File: config.mk
export PLATFORM = sky130hd
export DESIGN_NAME = pulse_handshake_tx_flat
export DESIGN_NICKNAME = d
export VERILOG_FILES = /design/src/rtl/pulse_handshake_tx_if.sv /design/src/rtl/pulse_handshake_tx.sv /design/src/flat_wrapper.sv
export SDC_FILE = /design/constraint.sdc
export NUM_CORES = 1
export LEC_CHECK = 0
export CORE_AREA = 2 2 39 41
export CTS_CLUSTER_DIAMETER = 120
export CTS_CLUSTER_SIZE = 10
export DETAILED_ROUTE_END_ITERATION = 8
export DIE_AREA = 0 0 41 43
export DONT_BUFFER_PORTS = 1
export GPL_TIMING_DRIVEN = 0
export PLACE_DENSITY = 0.59
export REMOVE_ABC_BUFFERS = 1
export SLEW_MARGIN = 20
export SYNTH_ARGS = -nofsm -noshare
export SYNTH_HDL_FRONTEND = slang
export SYNTH_SLANG_ARGS = --single-unit
File: constraint.sdc
create_clock -name clk -period 4.9 [get_ports clk]
set_input_delay 0.98 -clock clk [delete_from_list [all_inputs] [get_ports clk]]
set_output_delay 0.98 -clock clk [all_outputs]
set_load 0.005 [all_outputs]
File: src/rtl/pulse_handshake_tx_if.sv
// rtl/pulse_handshake_tx_if.sv - handshake/status bundle for pulse_handshake_tx
// master: transmitter side (drives req_out and status); slave: far end / stimulus side.
interface pulse_handshake_tx_if #(
  parameter int CNT_W = 3
);
  logic             pulse_in;
  logic             ack_async;
  logic             req_out;
  logic             busy;
  logic [CNT_W-1:0] pending;
  logic             overflow;
  logic             timeout;

  modport master (
    input  pulse_in,
    input  ack_async,
    output req_out,
    output busy,
    output pending,
    output overflow,
    output timeout
  );

  modport slave (
    output pulse_in,
    output ack_async,
    input  req_out,
    input  busy,
    input  pending,
    input  overflow,
    input  timeout
  );
endinterface

File: src/rtl/pulse_handshake_tx.sv
// rtl/pulse_handshake_tx.sv - pulse to four-phase request/ack transmitter with request queueing
// Optional per-phase watchdog enabled by macro PULSE_TX_TIMEOUT_EN.
module pulse_handshake_tx #(
  parameter int CNT_W       = 3,
  parameter int TIMEOUT_CYC = 255
) (
  input  logic                  clk,
  input  logic                  nrst,
  pulse_handshake_tx_if.master  bus
);

  typedef enum logic [1:0] {
    IDLE   = 2'd0,
    REQ_HI = 2'd1,
    REQ_LO = 2'd2
  } state_e;

  localparam logic [CNT_W-1:0] PEND_MAX = {CNT_W{1'b1}};

  state_e           state_q, state_d;
  logic             req_q;
  logic             ack_meta_q, ack_s_q;
  logic [CNT_W-1:0] pending_q, pending_d;
  logic             overflow_q, overflow_d;
  logic             advance;
  logic             launch;
  logic             abort;

  // Two-flop synchronizer for the far-domain acknowledge.
  always_ff @(posedge clk or negedge nrst) begin
    if (!nrst) begin
      ack_meta_q <= 1'b0;
      ack_s_q    <= 1'b0;
    end else begin
      ack_meta_q <= bus.ack_async;
      ack_s_q    <= ack_meta_q;
    end
  end

  always_comb begin
    advance = 1'b0;
    case (state_q)
      IDLE:    advance = (pending_q != '0) || bus.pulse_in;
      REQ_HI:  advance = ack_s_q;
      REQ_LO:  advance = !ack_s_q;
      default: advance = 1'b1;
    endcase
  end

  assign launch = (state_q == IDLE) && advance;

`ifdef PULSE_TX_TIMEOUT_EN
  localparam int TW = $clog2(TIMEOUT_CYC + 1);

  logic [TW-1:0] phase_cnt_q;
  logic          timeout_q;

  assign abort = (state_q != IDLE) && !advance && (phase_cnt_q == TW'(TIMEOUT_CYC - 1));

  // Counter restarts on every state change, so entry to either phase sees zero.
  always_ff @(posedge clk or negedge nrst) begin
    if (!nrst) begin
      phase_cnt_q <= '0;
      timeout_q   <= 1'b0;
    end else begin
      if (state_d != state_q) begin
        phase_cnt_q <= '0;
      end else if (state_q != IDLE) begin
        phase_cnt_q <= phase_cnt_q + 1'b1;
      end
      if (abort) begin
        timeout_q <= 1'b1;
      end
    end
  end

  assign bus.timeout = timeout_q;
`else
  assign abort       = 1'b0;
  assign bus.timeout = 1'b0;
`endif

  // State register; req_q is registered from the next state so req_out never glitches.
  always_ff @(posedge clk or negedge nrst) begin
    if (!nrst) begin
      state_q <= IDLE;
      req_q   <= 1'b0;
    end else begin
      state_q <= state_d;
      req_q   <= (state_d == REQ_HI);
    end
  end

  always_comb begin
    state_d = state_q;
    case (state_q)
      IDLE:    if (advance) state_d = REQ_HI;
      REQ_HI:  if (advance) state_d = REQ_LO;
               else if (abort) state_d = IDLE;
      REQ_LO:  if (advance || abort) state_d = IDLE;
      default: state_d = IDLE;
    endcase
  end

  always_comb begin
    bus.req_out  = req_q;
    bus.busy     = (state_q != IDLE);
    bus.pending  = pending_q;
    bus.overflow = overflow_q;
  end

  // A launch drains the queue first; a pulse the launch did not absorb is queued.
  always_comb begin
    logic take_pend;
    logic queue_pulse;
    pending_d   = pending_q;
    overflow_d  = overflow_q;
    take_pend   = launch && (pending_q != '0);
    queue_pulse = bus.pulse_in && !(launch && (pending_q == '0));
    if (take_pend && !queue_pulse) begin
      pending_d = pending_q - 1'b1;
    end else if (queue_pulse && !take_pend) begin
      if (pending_q == PEND_MAX) begin
        overflow_d = 1'b1;
      end else begin
        pending_d = pending_q + 1'b1;
      end
    end
  end

  always_ff @(posedge clk or negedge nrst) begin
    if (!nrst) begin
      pending_q  <= '0;
      overflow_q <= 1'b0;
    end else begin
      pending_q  <= pending_d;
      overflow_q <= overflow_d;
    end
  end

endmodule

File: src/flat_wrapper.sv
// flat-port wrapper written by rule: the top's interface ports become plain ports
module pulse_handshake_tx_flat 
#(
  parameter int CNT_W       = 3,
  parameter int TIMEOUT_CYC = 255
)
  (clk, nrst, bus_pulse_in, bus_ack_async, bus_req_out, bus_busy, bus_pending, bus_overflow, bus_timeout);
  pulse_handshake_tx_if #(.CNT_W(CNT_W)) bus_i ();
  input  logic clk;
  input  logic nrst;
  input wire logic [$bits(bus_i.pulse_in)-1:0] bus_pulse_in;
  input wire logic [$bits(bus_i.ack_async)-1:0] bus_ack_async;
  output wire logic [$bits(bus_i.req_out)-1:0] bus_req_out;
  output wire logic [$bits(bus_i.busy)-1:0] bus_busy;
  output wire logic [$bits(bus_i.pending)-1:0] bus_pending;
  output wire logic [$bits(bus_i.overflow)-1:0] bus_overflow;
  output wire logic [$bits(bus_i.timeout)-1:0] bus_timeout;
  assign bus_i.pulse_in = bus_pulse_in;
  assign bus_i.ack_async = bus_ack_async;
  assign bus_req_out = bus_i.req_out;
  assign bus_busy = bus_i.busy;
  assign bus_pending = bus_i.pending;
  assign bus_overflow = bus_i.overflow;
  assign bus_timeout = bus_i.timeout;
  pulse_handshake_tx #(.CNT_W(CNT_W), .TIMEOUT_CYC(TIMEOUT_CYC)) u_core (.clk(clk), .nrst(nrst), .bus(bus_i));
endmodule
==> out/qor.csv <==
metric,value,unit
Synth Area in Compound Gates,18.63,%
I/O Buffers,0,
CP startpoint kind,register,
fraction of layout cells with a size suffix above 1,20.45,%
Seq cells post-synth,9,
Post-DP Area,469.2,sq um
H-tree levels,1,
row count,14,
hold slack,0.3482,ns
largest family of logic cells by synthesized area,compound AO/OA/AOI/OAI gates,
postcts setup bufs,0,
Clock Skews,0.002461,ns
status,finished clean,
Final setup viols,0,
mux cell area share after synthesis,0,%
Synth Area in Simple Gates,10.14,%
number of synthesis warnings,0,
post-layout util,35.80,%
DRT Wirelength,708,um
CTS tree,done,
GRT Overall Usage,11.27,%
routability cong.,0.6455,
Core ar.,1384,sq um
# IOs,11,
register area share after synthesis,49.32,%
Worst setup EP type,register,
Synth cell types,22,
clk slew on worst S/H paths,0.06,ns
drc violations,0,
dpl hpwl,528.6,um
first-pass GRT wire length,1221,um
endpoints failing hold,0,
total die area,1763,sq um
VDD IR-drop max,0.0001500,V
critical path type,register to register,
mean number of vias per cell,5.000,
crit-path max FO,6,
clk_lat worst skew,0.26,ns
Design Power,339.5,uW
Post-Synth Adder-Cell Area,9.863,%
largest net degree at the start of global routing,10,
setup TNS,0,ns
Starting DRT DRC Count,6,
Initial Util,33.00,%
DRT antenna net count,0,
arrival time at the worst endpoint,2.48,ns
Leak,0.0002236,uW
clk root buf,clkbuf_4,
number of fill cells,137,
initial antenna violation count,0,
Post-layout nets,52,
Routed WL per cell,11.80,um
Max Fclk,428.4,MHz
Mapped Avg Cell Area,11.14,sq um
final instance area,495.5,sq um
fin crit share,47.63,%
Via Count,300,
Final min period,2.334,ns
pwr dens,685.1,nW/um^2
Cells after Synth,41,
RSZ-0062 raised after global routing,false,
vias in the first global route,312,
area delta synth->final,8.493,%
DRT Pass-1 Iters,2,
Die W,41,um
CTS max path bufs,2,
global route overflow,0,
worst path required time,5.04,ns
Hold Crit Class,register to register,
die height,43,um
MaxCap Viol Count,0,
netlist area before placement,456.7,sq um
CTS buffer count,3,
clock sink count,9,
ant diodes,0,
Slew Limit Fails,0,
hold_buf cts,0,
CTS resizes,0,
xor/xnor share of the synthesized area,3.836,%
==> metal layers <==
metal / GRT usage, % / vias to the layer above / wire [um]
met3: 4.188 / 5 / 54
met1: 11.33 / 141 / 297
met5: 0 / - / 0
met4: 12.00 / 0 / 41
li1: - / 142 / -
met2: 15.94 / 12 / 314
==> through the flow <==
step	worst slack (ns)	instances
finish	2.566	60
global route	2.425	60
CTS	2.541	60
detailed placement	2.567	56
global placement	2.580	56
floorplan	2.677	40
==> where the power goes <==
part | leakage, uW | internal [uW] | switching (uW)
logic | 0.000106 | 68.3 | 73.2
registers | 0.000102 | 104 | 35.4
clock network | 0.0000150 | 31.4 | 26.9
total | 0.000224 | 204 | 136
==> final timing paths <==
| check | cells past startpoint | from | slack [ns] | end |
|---|---|---|---|---|
| max | 8 | u_core.bus.pending[1] | 2.57 | u_core.bus.pending[2] |
| min | 0 | u_core.ack_meta_q | 0.35 | u_core.ack_s_q |
| max reg2reg | 8 | u_core.bus.pending[1] | 2.57 | u_core.bus.pending[2] |
| min reg2reg | 0 | u_core.ack_meta_q | 0.35 | u_core.ack_s_q |
| max in group asynchronous | 0 | nrst | 4.43 | u_core.state_q[1] |
| min in group asynchronous | 0 | nrst | 0.40 | u_core.bus.pending[0] |
==> cells by family (layout without fill, tap and decap cells) <==
logic type	Yosys count	in the layout
AO/OA/AOI/OAI	12	12
XOR/XNOR	2	2
AND/OR/NAND/NOR	6	6
adder cells (fa/ha/maj)	3	3
flip-flops	9	9
other	1	1
buffers and inverters	8	11
==> cell usage after synthesis <==
master    instances  area, sq um
xnor2_1           1        8.760
nor2b_1           1        6.260
a21o_1            1        7.510
inv_1             6        22.52
fa_1              1        20.02
a21oi_1           3        15.01
a211oi_1          4        30.03
xor2_1            1        8.760
a41o_2            1        11.26
o21ai_2           1        8.760
dfrtp_1           9        225.2
buf_4             1        7.510
a31oi_1           1        6.260
or3_4             1        11.26
conb_1            1        3.750
nor3_2            1        10.01
and2_4            1        8.760
ha_1              2        25.02
and2_1            1        6.260
nor2_1            1        3.750
inv_2             1        3.750
o22ai_1           1        6.260
==> layout make-up <==
class	count	area [sq um]	share of cell area, %
Multi-Input combinational cell	24	197.7	39.90
Tap cell	16	20.02	4.040
Sequential cell	9	225.2	45.45
Inverter	7	26.28	5.303
Clock buffer	4	26.28	5.303
==> worst max-delay path, stage by stage (launching register included) <==
cell	delay (ns)
dfrtp_1	0.45
or3_4	0.42
o21ai_2	0.18
ha_1	0.27
inv_1	0.08
fa_1	0.41
a211oi_1	0.20
a21o_1	0.12
a31oi_1	0.08
==> cells in the final DEF, fill, tap and decap left out, types with 2 or more instances in the layout <==
cell and count:
a21oi_1 3, ha_1 2, clkbuf_4 3, inv_1 6, a211oi_1 4, dfrtp_1 9
==> registers in the layout, indices dropped and copies added (netlist names) <==
signal	count
u_core.state_q	2
u_core.ack_s_q	1
u_core.ack_meta_q	1
u_core.bus.req_out	1
u_core.bus.overflow	1
u_core.bus.pending	3
(Power assumes the default switching activity.)
